$ cat src/rtl/down_count_pkg.sv
// down_count_pkg: state encoding and default width shared by the down-counter controller
package down_count_pkg;
  localparam int WIDTH_DEF = 4;
  localparam logic [1:0] IDLE = 2'd0;
  localparam logic [1:0] RUN  = 2'd1;
  localparam logic [1:0] HOLD = 2'd2;
  localparam logic [1:0] DONE = 2'd3;
endpackage

$ cat src/rtl/down_counter_core.sv
// down_counter_core: synchronous loadable down-counter that stops at zero
// ports: clock, reset (sync, active-high), load/load_data, en -> count, zero
module down_counter_core
  import down_count_pkg::*;
#(
  parameter int WIDTH = WIDTH_DEF
) (
  input  logic             clock,
  input  logic             reset,
  input  logic             load,
  input  logic             en,
  input  logic [WIDTH-1:0] load_data,
  output logic [WIDTH-1:0] count,
  output logic             zero
);
  assign zero = count == '0;
  always_ff @(posedge clock)
    if (reset) count <= '0;
    else if (load) count <= load_data;
    else if (en && !zero) count <= count - WIDTH'(1);
endmodule

$ cat src/rtl/down_count_ctrl.sv
// down_count_ctrl: start/stop/pause sequencer with one-shot and auto-reload modes around a down-counter
// ports: clock, reset (sync, active-high), start, stop, pause, load_val, auto_reload
//        -> count, state (IDLE/RUN/HOLD/DONE), busy, tc (one-cycle pulse at zero), done
module down_count_ctrl
  import down_count_pkg::*;
#(
  parameter int WIDTH = WIDTH_DEF
) (
  input  logic             clock,
  input  logic             reset,
  input  logic             start,
  input  logic             stop,
  input  logic             pause,
  input  logic [WIDTH-1:0] load_val,
  input  logic             auto_reload,
  output logic [WIDTH-1:0] count,
  output logic [1:0]       state,
  output logic             busy,
  output logic             tc,
  output logic             done
);
  logic [WIDTH-1:0] reload_reg, load_data;
  logic [1:0] next_state;
  logic mode, load, en, zero, one, run_go, tc_next;
  down_counter_core #(.WIDTH(WIDTH)) core (
    .clock(clock), .reset(reset), .load(load), .en(en),
    .load_data(load_data), .count(count), .zero(zero)
  );
  assign one = count == WIDTH'(1);
  always_ff @(posedge clock)
    if (reset) begin
      state <= IDLE;
      tc <= 1'b0;
      reload_reg <= '0;
      mode <= 1'b0;
    end else begin
      state <= next_state;
      tc <= tc_next;
      if (start && !stop) begin
        reload_reg <= load_val;
        mode <= auto_reload;
      end
    end
  always_comb
    next_state = stop ? IDLE :
                 start ? (load_val == '0 ? DONE : RUN) :
                 state == RUN ? (pause ? HOLD : (one && !mode ? DONE : RUN)) :
                 state == HOLD ? (pause ? HOLD : RUN) : state;
  // Auto-reload spends the zero cycle in RUN and reloads on the following edge.
  // A zero-value start lands in DONE, so reload_reg is never zero while reloading.
  always_comb begin
    run_go = state == RUN && !pause;
    load = stop || start || (run_go && zero && mode);
    load_data = stop ? '0 : start ? load_val : reload_reg;
    en = run_go;
    tc_next = !stop && (start ? load_val == '0 : run_go && one);
    busy = state == RUN || state == HOLD;
    done = state == DONE;
  end
endmodule

$ cat config.mk
export PLATFORM = sky130hd
export DESIGN_NAME = down_count_ctrl
export DESIGN_NICKNAME = d
export VERILOG_FILES = /design/src/rtl/down_count_pkg.sv /design/src/rtl/down_counter_core.sv /design/src/rtl/down_count_ctrl.sv
export SDC_FILE = /design/constraint.sdc
export NUM_CORES = 1
export LEC_CHECK = 0
export BUFFER_PORTS_ARGS = -buffer_cell sky130_fd_sc_hd__buf_2
export CAP_MARGIN = 20
export CORE_UTILIZATION = 45
export CTS_BUF_LIST = sky130_fd_sc_hd__clkbuf_8
export CTS_CLUSTER_DIAMETER = 200
export CTS_CLUSTER_SIZE = 30
export DETAILED_ROUTE_END_ITERATION = 8
export PLACE_DENSITY = 0.7
export SETUP_SLACK_MARGIN = 0.1
export SLEW_MARGIN = 15
export SYNTH_ARGS = -nofsm -noshare
export SYNTH_HDL_FRONTEND = slang
export SYNTH_SLANG_ARGS = --single-unit
$ cat constraint.sdc
create_clock -name clock -period 1.7 [get_ports clock]
set_clock_uncertainty 0.05 [all_clocks]
set_input_delay 0.51 -clock clock [delete_from_list [all_inputs] [get_ports clock]]
set_output_delay 0.51 -clock clock [all_outputs]
set_load 0.05 [all_outputs]
Yosys cells after proc, flatten, opt, wreduce, memory -nomap -nowiden
Cells that the tools add are included.
- register bits after elaboration: 12
- latch bits: 0
- bits in writable memories: 0
- memory bits (read-only): 0
- input port bits: 10
- output and inout port bits: 9
- logic and storage cells: 42
- memories kept: 0
- $add $sub $neg: 1
- multipliers: 0
- divide/modulo/power cells: 0
- $lt $le $gt $ge: 0
- equal/unequal tests: 4
- shifts and indexed selects: 0
- multiplexer cells: 12
- bitwise operators: 0
- reduce and logical (&&, ||, !) cells: 20
- operators with widths (kind ; number):
    $mux 4 ; 4
    $mux 2 ; 7
    $logic_and 1x1->1 ; 8
    $logic_not 4->1 ; 2
    $eq 2x2->1 const B ; 2
    $eq 4x1->1 const B ; 1
    $logic_not 1->1 ; 4
    $sub 4x1->4 const B ; 1
    $logic_or 1x1->1 ; 3
    $reduce_bool 3->1 ; 1
    $eq 2x1->1 const B ; 1
    $reduce_bool 2->1 ; 1
    $reduce_or 2->1 ; 1
    $mux 1 ; 1

Logic depth before layout (Yosys ltp)
Gate-level depths: netlist of run 1.
- depth after elaboration: 6
- depth in mapped cells: 6

Modules after synthesis
A second synthesis of run 1 with hierarchy kept.
- cells, all modules: 83
- area, all modules: 742.0 sq um
- modules (own cells, without submodules) (module ; instances ; cells an instance ; area an instance (sq um)):
    down_count_ctrl ; 1 ; 54 ; 479.2
    down_counter_core ; 1 ; 29 ; 262.8

Worst setup path before layout of run 1
No wires, ideal clock.
- path type: reg-to-output
- from: register state[0]
- to: output port busy
- arrival: 1379 ps
- required time: 1140 ps
- setup slack: -239 ps
- stages on the path, launching flop included: 4
- buffers on the path: 0
- cells stage by stage: dfxtp_1 > inv_1 > ha_1 > inv_1
- cells in the longest elaborated chain, start to end: 2
- elaborated cells between the ends (all ways): 3
- classes of those cells: 2 x eq/ne; 1 x reduce/logical
- RTL lines (element ; RTL line ; text):
    start: declaration ; down_count_ctrl.sv:17 ; output logic [1:0] state,
    start signal: assignment ; down_count_ctrl.sv:37 ; state <= next_state;
    $eq 2x1->1 / $eq 2x2->1 (equally long branches) ; down_count_ctrl.sv:57 ; busy = state == RUN || state == HOLD;
    $logic_or 1x1->1 (*) ; down_count_ctrl.sv:57 ;
    end: declaration ; down_count_ctrl.sv:18 ; output logic busy,
Mark *: on every way between the ends. The rest lies on a longest branch, timed or not.

Worst setup path in the final report of run 1
Same ends and word-level chain as after synthesis.

==> results by group, run 1 <==
Outcome
  • Outcome: complete, no violations

Critical path
  • CP Class: register to output port
  • Critical Path End Type: output port
  • Slowest CP cell: dfxtp_4
  • Worst Setup Start Kind: register
  • Cell Chain, Critical Path: inv_2, ha_4, clkinvlp_4, buf_6
  • Worst stage delay on the critical path: 0.35 ns
  • Critical Path RT: 1.14 ns
  • Worst path bufs/invs: 3
  • Top delay family on crit path: flip-flops
  • Crit-path max FO: 2
  • Worst EP arrival: 1.11 ns

Timing
  • Setup TNS: 0 ns
  • Max Freq: about 600 MHz
  • Fin crit period: between 1.5 and 2 ns
  • Setup violations, final: 0
  • Rel. slew slack: 0.7337
  • Fin Hold WS: 0.4413 ns
  • Final hold vios: 0
  • Period utilisation layout: 0.9803
  • Worst slew pin tran: between 0.3 and 0.4 ns
  • Final Max Tran Viols: 0
  • RSZ-0062 raised after global routing: true

Route
  • WL final: 1732 um
  • Drt first-iter violations: 17
  • Vias: 709
  • 1st-pass router iterations: 4
  • Antenna-violating nets left: 0
  • DRC: 0
  • Routed len/inst: 13.12 um
  • Vias/cell: 5.371

Yosys
  • Synth Area in XOR/XNOR: 0.01248
  • Simple-gate share of the synthesized area: 0.2424
  • Main combinational cell family by area after synthesis: simple AND/OR/NAND/NOR gates
  • #FFs+latches synth: 12
  • Seq/Total Area, Yosys: 0.3422
  • Synth Area in Adders: 0.08913
  • Mapped Area: 701.9 um2
  • Synth cell types: 32
  • Synthesized instance count: 84
  • Synth Area per Inst: 8.356 um2
  • Post-synthesis mux area share: 0.08556
  • Synth Area in Compound Gates: 0.1676
  • Syn Nets: 99
  • Yosys Warn Count: 0

GRT
  • Largest net degree at the start of global routing: 15
  • Vias in the first global route: 625
  • Gr ovfl total: 0
  • Initial antenna violation count: 0
  • All-Layer GR Usage: 0.2134
  • Global-route wire length before repair: roughly 2900 um

Power
  • Power Dens Cells: 766.4 nW/um2
  • Leak: roughly 0.44 nW
  • Peak supply drop: 0.6950 mV

Layout
  • Commonest non-fill, non-tap cells in the layout: buf_2, buf_4, nor2_1
  • Fill cells: ~100
  • Nets: 133
  • Antenna cells: 0
  • Layout cells sized above 1: 0.4872
  • Area Growth Syn to Fin: 51.34%

Clocking
  • Clock slew at reported path FFs: 0.05 ns
  • H-tree Lvls: 1
  • CTS Sinks: 12
  • CTS tree: yes
  • CTS root buf: clkbuf_8
  • Clk_lat worst skew: 0.24 ns
  • TritonCTS Buffers: 3
  • Clock tree buffer depth: 2

Die
  • Row count: 13
  • Core area: approximately 1400 um2
  • DIE AREA: 1722 um2
  • Initial Util: 0.5077
  • Die Span Y: 41.50 um
  • IO Count: 19
  • Horiz. Die Dim: 41.50 um

Min path
  • Hold crit path type: register to register

Place
  • Routability congestion estimate: 0.8276
  • DP Wirelength: 1173 um
  • Port Buffers: 18

Job
  • Max Cap Violations: 0
tightest hold or removal path, stage by stage, from the launching register on:
cell and delay, ns:
dfxtp_1 0.32, mux2i_1 0.06, nor2_1 0.07
Yosys cell counts:
cell      instances  share of area
clkbuf_1          2          0.011
mux2i_1           6          0.086
inv_1             8          0.043
o31ai_1           2          0.021
o21ai_1           1         0.0071
nand3b_1          1          0.011
nor2b_1           1         0.0089
nor2_1           12          0.064
a31oi_1           1         0.0089
and3_1            1         0.0089
or2_1             1         0.0089
buf_2             1         0.0071
nand2b_1          2          0.018
nor4_1            1         0.0089
o21ai_0           1         0.0071
nand2_1           2          0.011
dfxtp_1          12           0.34
nor3_1            2          0.014
nor4b_1           1          0.012
nand3_1           4          0.029
xnor2_1           1          0.012
a21oi_1           7          0.050
a21o_2            1          0.012
a221oi_1          1          0.012
a311oi_1          1          0.012
nor3b_4           1          0.027
or3_1             1         0.0089
o311ai_1          1          0.012
o41ai_1           1          0.012
nor2b_2           1          0.012
o21bai_1          1          0.011
ha_1              5          0.089
cells by family (layout without fill, tap and decap cells):
logic type / count (synthesis) / in the layout
muxes: 6 / 6
DFF: 12 / 12
buffers and inverters: 11 / 44
adders and majority gates: 5 / 5
xor gates and xnor gates: 1 / 1
and+or+nand+nor: 31 / 31
AOI/OAI and AO/OA: 18 / 18
power breakdown:
| part | leakage (nW) | internal, mW | switching (mW) |
|---|---|---|---|
| registers | 0.101 | 0.291 | 0.0139 |
| clock network | 0.0288 | 0.205 | 0.106 |
| logic | 0.314 | 0.0896 | 0.109 |
| total | 0.444 | 0.586 | 0.229 |
final timing paths:
check	startpoint	endpoint	slack (ns)	cells after the start
worst min register to register	reload_reg[3]	reload_reg[3]	0.44	2
worst max register to register	core.count[1]	core.count[1]	0.13	7
worst min-delay path	reload_reg[3]	reload_reg[3]	0.44	2
worst max-delay path	state[0]	busy	0.03	4
final cells by class:
| cell class | instances | area, um2 | area share |
|---|---|---|---|
| Clock buffer | 4 | 55.05 | 0.05183 |
| Timing Repair Buffer | 32 | 212.7 | 0.2002 |
| Sequential cell | 12 | 256.5 | 0.2415 |
| Multi-Input combinational cell | 61 | 483.0 | 0.4547 |
| Tap cell | 15 | 18.77 | 0.01767 |
| Inverter | 8 | 36.28 | 0.03416 |
per-stage QoR:
stage,instances,cell area [um2],setup slack (ns),utilization,total power [mW]
floorplan,84,726.9,0.08066,-,0.4127
global placement,118,853.3,0.1109,0.6172,0.4554
detailed placement,118,853.3,0.06265,0.6172,0.4577
CTS,126,962.2,0.03889,0.6959,0.7913
global route,132,1062,0.002301,0.7683,0.8505
finish,132,1062,0.03354,0.7683,0.8142
what timing repair did:
item	in CTS	in global routing
buffers inserted	4	6
hold buffers	0	0
resized for setup	6	16
endpoints found under the setup margin	2	7
gates cloned	0	0
pin swaps	1	4
layer usage:
metal  track usage  up-vias  wire, um
li1              -      364         -
met1        0.2992      317       853
met2        0.3219       26       784
met3       0.04348        2        87
met4       0.07742        0         6
met5             0        -         0
Note: power is estimated with default switching activity, not from simulation.
==> inputs of run 2 (changes only) <==
--- a/config.mk
+++ b/config.mk
@@ -17,4 +17,5 @@
 export SLEW_MARGIN = 15
 export SYNTH_ARGS = -nofsm -noshare
 export SYNTH_HDL_FRONTEND = slang
+export SYNTH_HIERARCHICAL = 1
 export SYNTH_SLANG_ARGS = --single-unit
==> results by group, run 2 <==
Power
  • Sw power: 0.2583 mW (was 0.2286 mW)
  • Clk network pwr share: 0.362 (was 0.382)
  • Sequential share of power: 0.351 (was 0.375)
  • Peak supply drop: 0.7617 mV (was 0.6950 mV)
  • Pint: 0.6088 mW (was 0.5856 mW)
  • Part of the power in combinational logic: 0.288 (was 0.243)
  • Sw Ratio: 0.2979 (was 0.2808)
  • Leak: 0.5067 nW (was 0.4441 nW)
  • Tot Pwr: 0.8671 mW (was 0.8142 mW)
  • Power Dens Cells: 727.2 nW/um2 (was 766.4 nW/um2)

Route
  • Vias: 797 (was 709)
  • Vias/cell: 5.693 (was 5.371)
  • Antenna-violating nets left: 0 (unchanged)
  • Drt first-iter violations: 22 (was 17)
  • 1st-pass router iterations: 4 (unchanged)
  • WL final: 2163 um (was 1732 um)
  • DRC: 0 (unchanged)
  • Routed len/inst: 15.45 um (was 13.12 um)

Place
  • DP Area: 998.5 um2 (was 853.3 um2)
  • Place WS: -0.1680 ns (was 0.06265 ns)
  • DP Wirelength: 1228 um (was 1173 um)
  • Port Buffers: 18 (unchanged)
  • Routability congestion estimate: 0.8306 (was 0.8276)

Timing
  • Worst slew pin tran: 0.3338 ns (was 0.3940 ns)
  • Setup TNS: -0.6538 ns (was 0 ns)
  • Setup violations, final: 5 (was 0)
  • Period utilisation layout: 1.106 (was 0.9803)
  • Rel. slew slack: 0.7754 (was 0.7337)
  • RSZ-0062 raised after global routing: true (unchanged)
  • Fin Hold WS: 0.4485 ns (was 0.4413 ns)
  • Final Max Tran Viols: 0 (unchanged)
  • Max Freq: 531.7 MHz (was 600.1 MHz)
  • Final hold vios: 0 (unchanged)
  • Worst Setup Slack, final: -0.1809 ns (was 0.03354 ns)
  • Fin crit period: 1.881 ns (was 1.666 ns)

Yosys
  • Post-synth ARST share: 0 (unchanged)
  • Syn Nets: 97 (was 99)
  • #FFs+latches synth: 12 (unchanged)
  • Most frequent cell after synthesis: nor2_1
  • Synth Flop Type: dfxtp_1 (unchanged)
  • EDFF count, synth: 0 (unchanged)
  • Synthesized instance count: 83 (was 84)
  • Yosys top cell area share: 0.3238 (was 0.3422)
  • Seq/Total Area, Yosys: 0.3238 (was 0.3422)
  • Top cells by area, synth: dfxtp_1, mux2i_1, nor2_1 (was dfxtp_1, ha_1, mux2i_1)
  • Synth Area per Inst: 8.939 um2 (was 8.356 um2)
  • Mapped Area: 742.0 um2 (was 701.9 um2)
  • Largest area contributor in the netlist: dfxtp_1 (unchanged)
  • Commonest cells in the netlist: nor2_1, dfxtp_1, mux2i_1 (was dfxtp_1, nor2_1, inv_1)
  • Yosys Warn Count: 6 (was 0)
  • Synth cell types: 30 (was 32)

Layout
  • Multi-input gate area: 528.0 um2 (was 483.0 um2)
  • Fill cells: 101 (was 104)
  • Antenna cells: 0 (unchanged)
  • Area Growth Syn to Fin: 60.71% (was 51.34%)
  • Nets: 139 (was 133)
  • Commonest non-fill, non-tap cell in the layout: buf_4
  • Commonest non-fill, non-tap cells in the layout: buf_4, nor2_1, buf_2 (was buf_2, buf_4, nor2_1)
  • Sequential cell area: 255.2 um2 (was 256.5 um2)
  • Layout cells sized above 1: 0.5484 (was 0.4872)
  • Design area: 1192 um2 (was 1062 um2)

Outcome
  • Failing checks: negative setup slack
  • Outcome: finished, violations left (was complete, no violations)

Critical path
  • CP most frequent cell: inv_2
  • Cell Chain, Critical Path: inv_4, ha_4, or3b_4, inv_2, a311o_1, inv_2, buf_6, a211oi_2 (was inv_2, ha_4, clkinvlp_4, buf_6)
  • Worst Setup Start Kind: register (unchanged)
  • CP Class: register to register (was register to output port)
  • Worst stage delay on the critical path: 0.38 ns (was 0.35 ns)
  • Critical Path RT: 1.80 ns (was 1.14 ns)
  • Top delay family on crit path: compound AO/OA/AOI/OAI gates (was flip-flops)
  • Worst EP arrival: 1.98 ns (was 1.11 ns)
  • Crit-path max FO: 5 (was 2)
  • Worst path bufs/invs: 4 (was 3)
  • Slowest CP cell: or3b_4 (was dfxtp_4)
  • Critical Path End Type: register (was output port)

GRT
  • Gr ovfl total: 0 (unchanged)
  • All-Layer GR Usage: 0.2491 (was 0.2134)
  • Met3 GRT Util: 0.04310 (was 0.04348)
  • Grt met2 use: 0.4492 (was 0.3219)
  • Global-route wire length before repair: 3318 um (was 2884 um)
  • Largest net degree at the start of global routing: 14 (was 15)
  • Grt met1 use: 0.2891 (was 0.2992)
  • Busiest layer in global routing: met2 (unchanged)
  • Vias in the first global route: 744 (was 625)
  • Initial antenna violation count: 0 (unchanged)

Clocking
  • TritonCTS Buffers: 3 (unchanged)
  • Clk_lat worst skew: 0.24 ns (about the same)
  • CTS tree: yes (unchanged)
  • CTS root buf: clkbuf_8 (unchanged)
  • H-tree Lvls: 1 (unchanged)
  • Clock slew at reported path FFs: 0.05 ns (about the same)
  • Clock tree buffer depth: 2 (unchanged)
  • CTS Sinks: 12 (unchanged)
  • CTS Hold Buffers Added: 0 (unchanged)

Die
  • Horiz. Die Dim: 42.61 um (was 41.50 um)
  • Initial Util: 0.4869 (was 0.5077)
  • Core area: 1524 um2 (was 1383 um2)
  • IO Count: 19 (unchanged)
  • Die Span Y: 42.61 um (was 41.50 um)
  • Row count: 14 (was 13)
  • DIE AREA: 1815 um2 (was 1722 um2)

Min path
  • Hold crit path type: register to register (unchanged)

Job
  • Max Cap Violations: 0 (unchanged)
-- run 2: kinds of logic after synthesis --
logic type | count (synthesis) | share of synthesized area
flip-flops | 12 | 0.3238
AO/OA/AOI/OAI | 13 | 0.1619
adder cells (fa/ha/maj) | 4 | 0.06746
buffers and inverters | 10 | 0.06746
AND/OR/NAND/NOR | 34 | 0.2445
multiplexers | 10 | 0.1349
-- run 2: path summary, 6_finish.rpt --
path,from,end,slack [ns],depth (start not counted)
hold reg to reg,reload_reg[3],reload_reg[3],0.45,2
setup / recovery,core/count[1],core/count[3],-0.18,8
hold / removal,reload_reg[3],reload_reg[3],0.45,2
setup reg to reg,core/count[1],core/count[3],-0.18,8
-- run 2: cell type report --
| cell class | count | share of cell area |
|---|---|---|
| inverter | 7 | 0.02938 |
| timing repair buffer | 40 | 0.2508 |
| multi-input combinational | 61 | 0.4428 |
| sequential | 12 | 0.2141 |
| tap | 16 | 0.01679 |
| clock buffer | 4 | 0.04617 |
-- run 2: per-stage QoR --
step	utilization	instances
2_1_floorplan	-	83
3_3_place_gp	0.6552	130
3_5_place_dp	0.6552	130
4_1_cts	0.7471	138
5_1_grt	0.7824	140
6_report	0.7824	140
-- run 2: worst register-to-register path, cell delays in order (launching register included) --
cell      delay (ns)
dfxtp_4         0.35
inv_4           0.06
ha_4            0.12
or3b_4          0.38
inv_2           0.06
a311o_1         0.29
inv_2           0.12
buf_6           0.14
a211oi_2        0.22
-- run 2: power groups by stage --
stage / clock, mW / sequential, mW / combinational [mW]
floorplan: 0 / 0.339 / 0.103
global placement: 0 / 0.308 / 0.201
detailed placement: 0 / 0.308 / 0.204
CTS: 0.320 / 0.303 / 0.230
global route: 0.332 / 0.306 / 0.265
finish: 0.314 / 0.304 / 0.249
-- run 2: repair_timing --
| action | in CTS | in global routing |
|---|---|---|
| setup buffers | 4 | 2 |
| gates resized for setup | 14 | 9 |
| setup endpoints to repair | 6 | 7 |
| pin swaps | 6 | 3 |
| cloned | 0 | 0 |
-- run 2: per-layer routing --
layer,wire [um],vias up
li1,-,377
met1,869,380
met2,1133,31
met3,94,9
met4,65,0
met5,0,-
